### src/rtl/spi_shift.sv
// -----------------------------------------------------------------------------
// spi_shift -- SPI data shift engine
//
// Sits behind the SPI clock generator. Uses the generator's pos_edge/neg_edge
// strobes to shift a transmit word out on s_out and to collect s_in into
// rx_data. `last` feeds the generator's last_clk and `tip` its enable, so SCLK
// stops right after the programmed character length and parks low.
//
// Optional feature macro: SPI_SHIFT_LSB_EN
//   defined   : the lsb input selects LSB-first (1) or MSB-first (0) order
//   undefined : MSB-first only, lsb is ignored
//
// Ports:
//   clk_in      system clock, rising edge
//   rst         asynchronous, active-high reset
//   wr_en       load wr_data into the TX register (ignored while tip=1)
//   wr_data     transmit word
//   go          start a transfer (ignored while tip=1)
//   len         character length, 0 means DATA_W bits
//   lsb         bit order select (see macro above)
//   tx_negedge  1: launch s_out on neg_edge, 0: on pos_edge
//   rx_negedge  1: sample s_in on neg_edge, 0: on pos_edge
//   pos_edge    clock generator rising-edge strobe
//   neg_edge    clock generator falling-edge strobe
//   s_clk       clock generator SCLK level
//   s_in        serial data in (MISO)
//   s_out       serial data out (MOSI), holds last bit after a transfer
//   tip         transfer in progress
//   last        both bit counters are zero (combinational)
//   rx_data     received word
//   done        one-cycle pulse at the end of a transfer
//
// Request semantics: wr_en and go are single-cycle requests with no
// backpressure. They take effect only in a cycle where tip=0; anything
// presented while tip=1 is dropped. When both arrive together, the transfer
// starts with the wr_data being written.
// -----------------------------------------------------------------------------
module spi_shift #(
    parameter int DATA_W = 32,
    parameter int LEN_W  = 5
) (
    input  logic              clk_in,
    input  logic              rst,
    input  logic              wr_en,
    input  logic [DATA_W-1:0] wr_data,
    input  logic              go,
    input  logic [LEN_W-1:0]  len,
    input  logic              lsb,
    input  logic              tx_negedge,
    input  logic              rx_negedge,
    input  logic              pos_edge,
    input  logic              neg_edge,
    input  logic              s_clk,
    input  logic              s_in,
    output logic              s_out,
    output logic              tip,
    output logic              last,
    output logic [DATA_W-1:0] rx_data,
    output logic              done
);
    // Counters hold 0..DATA_W, so they need one bit more than len.
    localparam int CNT_W = LEN_W + 1;

    logic [DATA_W-1:0] tx_q, tx_d;
    logic [DATA_W-1:0] rx_q, rx_d;
    logic [CNT_W-1:0]  tx_cnt_q, tx_cnt_d;
    logic [CNT_W-1:0]  rx_cnt_q, rx_cnt_d;
    logic              s_out_q, s_out_d;
    logic              tip_q, tip_d;
    logic              done_q, done_d;

    logic [CNT_W-1:0]  n_go;
    logic [DATA_W-1:0] tx_src;
    logic              tx_edge;
    logic              rx_edge;
    logic [LEN_W-1:0]  start_idx;
    logic [LEN_W-1:0]  tx_idx;
    logic [LEN_W-1:0]  rx_idx;

    assign n_go    = (len == '0) ? CNT_W'(DATA_W) : CNT_W'(len);
    assign tx_src  = wr_en ? wr_data : tx_q;
    assign tx_edge = tx_negedge ? neg_edge : pos_edge;
    assign rx_edge = rx_negedge ? neg_edge : pos_edge;
    assign last    = (tx_cnt_q == '0) && (rx_cnt_q == '0);

    // Bit number b = N - cnt. MSB first uses index N-1-b, which is cnt-1;
    // LSB first uses index b directly and so needs N kept for the transfer.
`ifdef SPI_SHIFT_LSB_EN
    logic             lsb_q, lsb_d;
    logic [CNT_W-1:0] n_q, n_d;

    always_comb begin
        start_idx = lsb ? '0 : LEN_W'(n_go - CNT_W'(1));
        tx_idx    = lsb_q ? LEN_W'(n_q - tx_cnt_q) : LEN_W'(tx_cnt_q - CNT_W'(1));
        rx_idx    = lsb_q ? LEN_W'(n_q - rx_cnt_q) : LEN_W'(rx_cnt_q - CNT_W'(1));
    end
`else
    logic unused_lsb;
    assign unused_lsb = lsb;
    assign start_idx  = LEN_W'(n_go - CNT_W'(1));
    assign tx_idx     = LEN_W'(tx_cnt_q - CNT_W'(1));
    assign rx_idx     = LEN_W'(rx_cnt_q - CNT_W'(1));
`endif

    always_comb begin
        tx_d     = tx_q;
        rx_d     = rx_q;
        tx_cnt_d = tx_cnt_q;
        rx_cnt_d = rx_cnt_q;
        s_out_d  = s_out_q;
        tip_d    = tip_q;
        done_d   = 1'b0;
`ifdef SPI_SHIFT_LSB_EN
        lsb_d    = lsb_q;
        n_d      = n_q;
`endif
        if (!tip_q) begin
            if (wr_en) begin
                tx_d = wr_data;
            end
            if (go) begin
                tip_d    = 1'b1;
                rx_cnt_d = n_go;
                rx_d     = '0;
`ifdef SPI_SHIFT_LSB_EN
                lsb_d    = lsb;
                n_d      = n_go;
`endif
                // Launching on neg_edge means the first bit must already be
                // on the line before the first rising SCLK edge.
                if (tx_negedge) begin
                    s_out_d  = tx_src[start_idx];
                    tx_cnt_d = n_go - CNT_W'(1);
                end else begin
                    tx_cnt_d = n_go;
                end
            end
        end else begin
            if (tx_edge && (tx_cnt_q != '0)) begin
                s_out_d  = tx_q[tx_idx];
                tx_cnt_d = tx_cnt_q - CNT_W'(1);
            end
            if (rx_edge && (rx_cnt_q != '0)) begin
                rx_d[rx_idx] = s_in;
                rx_cnt_d     = rx_cnt_q - CNT_W'(1);
            end
            // Wait for SCLK to be parked low with no falling edge pending,
            // so the generator has finished before enable drops.
            if (last && !s_clk && !neg_edge) begin
                tip_d  = 1'b0;
                done_d = 1'b1;
            end
        end
    end

    always_ff @(posedge clk_in or posedge rst) begin
        if (rst) begin
            tx_q     <= '0;
            rx_q     <= '0;
            tx_cnt_q <= '0;
            rx_cnt_q <= '0;
            s_out_q  <= 1'b0;
            tip_q    <= 1'b0;
            done_q   <= 1'b0;
`ifdef SPI_SHIFT_LSB_EN
            lsb_q    <= 1'b0;
            n_q      <= '0;
`endif
        end else begin
            tx_q     <= tx_d;
            rx_q     <= rx_d;
            tx_cnt_q <= tx_cnt_d;
            rx_cnt_q <= rx_cnt_d;
            s_out_q  <= s_out_d;
            tip_q    <= tip_d;
            done_q   <= done_d;
`ifdef SPI_SHIFT_LSB_EN
            lsb_q    <= lsb_d;
            n_q      <= n_d;
`endif
        end
    end

    assign s_out   = s_out_q;
    assign tip     = tip_q;
    assign rx_data = rx_q;
    assign done    = done_q;

endmodule

### config.mk
export PLATFORM = sky130hd
export DESIGN_NAME = spi_shift
export DESIGN_NICKNAME = d
export VERILOG_FILES = /design/src/rtl/spi_shift.sv
export SDC_FILE = /design/constraint.sdc
export NUM_CORES = 1
export LEC_CHECK = 0
export BUFFER_PORTS_ARGS = -buffer_cell sky130_fd_sc_hd__buf_2
export CAP_MARGIN = 10
export CELL_PAD_IN_SITES_DETAIL_PLACEMENT = 1
export CELL_PAD_IN_SITES_GLOBAL_PLACEMENT = 1
export CORE_MARGIN = 4
export CORE_UTILIZATION = 39
export CTS_BUF_LIST = sky130_fd_sc_hd__clkbuf_16
export CTS_CLUSTER_SIZE = 25
export DETAILED_ROUTE_END_ITERATION = 8
export PLACE_DENSITY_LB_ADDON = 0.1
export SYNTH_ARGS = -nofsm -noshare
export SYNTH_HDL_FRONTEND = slang
export SYNTH_SLANG_ARGS = --single-unit
### constraint.sdc
create_clock -name clk_in -period 2.5 [get_ports clk_in]
set_input_delay 0.125 -clock clk_in [delete_from_list [all_inputs] [get_ports clk_in]]
set_output_delay 0.125 -clock clk_in [all_outputs]
set_load 0.02 [all_outputs]
# Word level (Yosys, flattened, before mapping)
# Index checks and enable logic that the tools add are counted.
# word_totals
regBits	79
inputBits	48
output_inout_bits	36
wordCells	64
# op_classes
addsub	3
n_lt_le_gt_ge	4
eq_ne	2
mux	30
n_reduce_logical	18
# op_table
op	n
32-bit 2-to-1 mux	4
6-bit 2-to-1 mux	8
32-bit bitwise mux	1
5-bit by 6-bit less-than comparator with 1-bit output, second input constant	3
6-bit by 1-bit subtractor with 6-bit output, second input constant	3
1-bit 2-to-1 mux	14
6-bit logical NOT	2
6-bit nonzero test	2
1-bit binary-select mux with 5-bit select	2
1-bit logical AND	6
1-bit demux with 5-bit select	1
5-bit by 1-bit >= comparator with 1-bit output, second input constant	1
5-bit logical NOT	1
2-bit by 1-bit inequality test with 1-bit output, second input constant	2
2-bit AND reduction	2
2-bit nonzero test	2
3-bit AND reduction	1
1-bit logical NOT	2

# Logic depth before layout (Yosys ltp)
# logic_depth
word_depth	8
depth_mapped	10
depth_no_buf	8

# Least setup slack after synthesis
# No wires, ideal clock.
# synth_path
kind	register to register
startpoint	register tx_cnt_q[0]
endpoint	register s_out_q (netlist: s_out)
setup_ns	0.136
t_arrival_ns	2.339
required_ns	2.364
path_slack_ns	0.026
path_stages_with_launch	11
n_path_buf	2
period_less_slack_ns	2.474
cell_sequence	dfrtp_1 > buf_4 > inv_1 > ha_1 > clkbuf_1 > mux4_2 > and2_4 > a2111oi_4 > nor4_1 > a32oi_1 > o211ai_1
# synth_via
elab_chain_len	5
elab_cells_between_ends	9
cone_classes	add/sub: 1; eq/ne: 1; mux: 4; reduce/logical: 3
# synth_lines
element	line	text
from (decl)	66	logic [CNT_W-1:0] tx_cnt_q, tx_cnt_d;
from (signal assigned)	172	tx_cnt_q <= tx_cnt_d;
6-bit by 1-bit subtractor with 6-bit output	-	
1-bit binary-select mux with 5-bit select	140	s_out_d = tx_q[tx_idx];
1-bit 2-to-1 mux (not written as such)	140	
1-bit 2-to-1 mux	139	if (tx_edge && (tx_cnt_q != '0)) begin
1-bit 2-to-1 mux	117	if (!tip_q) begin
to (signal assigned)	174	s_out_q <= s_out_d;
to (decl)	68	logic s_out_q, s_out_d;
# Parallel ways exist; a longest one is shown, timed or not. The select of a mux whose other input is x is not followed.
# A chain may end at the register's enable or synchronous reset.

# Worst setup path in the final report
# layout_path
startpoint	register rx_cnt_q[2]
endpoint	register done_q (netlist: done)
# layout_via
elab_chain_len	6
# layout_lines
element	line	text
from (decl)	67	logic [CNT_W-1:0] rx_cnt_q, rx_cnt_d;
from (signal assigned)	173	rx_cnt_q <= rx_cnt_d;
6-bit logical NOT	84	assign last = (tx_cnt_q == '0) && (rx_cnt_q == '0);
1-bit logical AND	84	
1-bit logical AND (2 in series)	149	if (last && !s_clk && !neg_edge) begin
1-bit 2-to-1 mux	149	
1-bit 2-to-1 mux	117	
via done_d	70	logic done_q, done_d;
to (signal assigned)	176	done_q <= done_d;
to (decl)	70	
# The timed path passes the listed nets, and every way through them passes these cells.

==> flow_metrics.tcl <==
set metrics [dict create \
    via_per_inst 5.70 \
    diodes 0 \
    setup_tns_ns 0 \
    vias 4227 \
    cp.arrival_ns 2.59 \
    reg2reg_slack_ns 0.18 \
    cts_inserted_buffers 9 \
    dieArea_um2 14300 \
    drtIter0Drc 258 \
    fin_util 0.475 \
    die_h_um 120 \
    synth_area_per_cell_um2 9.86 \
    hold_class "in -> reg" \
    crit_required_ns 2.78 \
    area_delta_synth_final_pct 18.5 \
    total_power_mw 5.82 \
    final_cell_mix "buf_2 (82), o21ai_0 (81), dfrtp_1 (79)" \
    tightest_slew_ns 0.939 \
    drt_wl_total_um 14600 \
    cts_max_path_buffers 2 \
    postRouteAntennaNets 0 \
    synthesis.area_um2 4850 \
    grt_pass1_vias 4477 \
    clk_latency_ns 0.34 \
    min_period_ns 2.32 \
    drv_slew 0 \
    layout-drive-gt1-share 0.314 \
    yosysSeqAreaShare 0.407 \
    syn-num-nets 547 \
    dieWidth_um 120 \
    setup_viol 0 \
    skew_ns 0.00634 \
    fmax_mhz 432 \
    start_util 0.401 \
    worst-path-max-fanout 9 \
    core_um2 12100 \
    grt_pass1_wl_um 23900 \
    rsz0062_at_grt "false" \
    antenna_found_initial 0 \
    grt_overflow 0 \
    dp_hpwl_um 10600 \
    synth_area_leaders "dfrtp_1 (41%), o21ai_0 (8.4%), mux2_2 (7.9%)" \
    power_density_nw_per_um2 1010 \
    root_buffer "clkbuf_16" \
    drc_errors 0 \
    post_cts_buffers 0 \
    end_kind "flip-flop" \
    hold_buffers 3 \
    fin_nets 624 \
    globalplace.congestion 0.832 \
    leakagePower_nw 2.52 \
    synth-edff-count 0 \
    ys_warn_count 0 \
    cp-start-kind "flip-flop" \
    hold_viol_final 0 \
    synth-seq-cells 79 \
    synth_cell_types 56 \
    max-vdd-ir-drop_mv 0.374 \
    syn-instance-count 492 \
    ctsResizeCount 0 \
    cts_tree "yes" \
    max-slew-margin-rel 0.374 \
    synth_ff_type "dfrtp_1" \
    port_buffers 82 \
    layout_commonest_cell "buf_2" \
    rows 40 \
    path_clk_slew_ns 0.06 \
    grt_max_degree 52 \
    yosys.area.top_type "dfrtp_1" \
    wl_per_cell_um 19.6 \
    grt.total_usage 0.211 \
    dr.pass1.iters 4 \
    ioPinCount 84 \
    synth_top_area_frac 0.407 \
    status "completed" \
    max_cap_viol_count 0 \
    num-fill-cells 1417 \
    async_flop_share 1.00 \
    htree_levels 3 \
    cts_sinks 79 \
    whs_ns 0.0223 \
    crit_type "reg -> reg" \
    period_share 0.927 \
]
-- stage by stage --
stage	instances	setup WS, ns	area [um2]
after floorplan	492	0.0256	4850
after global placement	723	0.307	5430
after detailed placement	723	0.268	5430
after CTS	742	0.222	5750
after global routing	742	0.0618	5750
final	742	0.183	5750
-- cell usage after synthesis, types with 3 or more instances --
master and number:
o21ai_0 81, dfrtp_1 79, a21oi_1 44, nand2_1 38, mux2_2 34, nor2_1 23, mux4_2 16, buf_2 15
clkbuf_1 14, inv_1 14, mux2i_1 13, nand3_1 11, nor3_1 10, ha_1 7, nand2b_1 7, nor4_1 6
xnor2_1 6, nor2b_1 5, o22ai_1 5, buf_4 4, nor3_2 4, xor2_1 4, a31oi_1 3, buf_1 3
mux2_1 3, nand3b_1 3
-- layout make-up --
| type | instances | area, um2 | share of cell area |
|---|---|---|---|
| clock buffer | 9 | 225 | 0.0391 |
| clock inverter | 7 | 66.3 | 0.0115 |
| inverter | 14 | 53.8 | 0.00935 |
| multi-input combinational | 361 | 2640 | 0.458 |
| sequential | 79 | 1980 | 0.344 |
| tap | 168 | 210 | 0.0365 |
| timing repair buffer | 104 | 583 | 0.101 |
-- per-layer routing --
metal | routed length [um] | share of wire | GRT usage
met5 | 0 | 0 | 0
met4 | 203 | 0.014 | 0.0773
met3 | 766 | 0.053 | 0.0283
met2 | 6640 | 0.46 | 0.320
met1 | 6960 | 0.48 | 0.310
-- power by group --
| part | leakage, nW | switching, mW | internal (mW) |
|---|---|---|---|
| Sequential | 0.997 | 0.308 | 1.62 |
| Combinational | 1.38 | 1.57 | 1.01 |
| Clock | 0.146 | 0.545 | 0.766 |
| Total | 2.52 | 2.42 | 3.40 |
-- state kept, by name, summed over array words and instances (netlist names) --
register	cells
rx_data	32
tx_q	32
rx_cnt_q	6
tx_cnt_q	6
done	1
s_out	1
tip	1
-- path summary, 6_finish.rpt --
| check | from | to | cells past startpoint |
|---|---|---|---|
| max reg2reg | rx_cnt_q[2]$_DFFE_PP0P_ | done$_DFF_PP0_ | 5 |
| min | wr_data[29] | tx_q[29]$_DFFE_PP0N_ | 2 |
| min reg2reg | rx_data[31]$_DFFE_PP0P_ | rx_data[31]$_DFFE_PP0P_ | 2 |
| max | rx_cnt_q[2]$_DFFE_PP0P_ | done$_DFF_PP0_ | 5 |
| min in group asynchronous | rst | rx_data[20]$_DFFE_PP0P_ | 3 |
| max in group asynchronous | rst | tx_q[16]$_DFFE_PP0N_ | 4 |
-- critical path: stages (launching register included) --
cell and delay, ns:
dfrtp_1 0.50, nor3_2 0.34, nand3_1 0.12, and4bb_2 0.32
nor4b_1 0.35, dlygate4sd3_1 0.62
-- kinds of logic (layout without fill, tap and decap cells) --
family / count (synthesis) / count (layout) / share of synthesized area
compound gates: 157 / 157 / 0.186
xor+xnor: 10 / 10 / 0.0180
fa+ha+maj: 7 / 7 / 0.0180
buf+inv: 52 / 134 / 0.0503
flops: 79 / 79 / 0.407
mux: 67 / 67 / 0.192
simple gates: 120 / 120 / 0.128
Note: power is estimated with default switching activity, not from simulation.
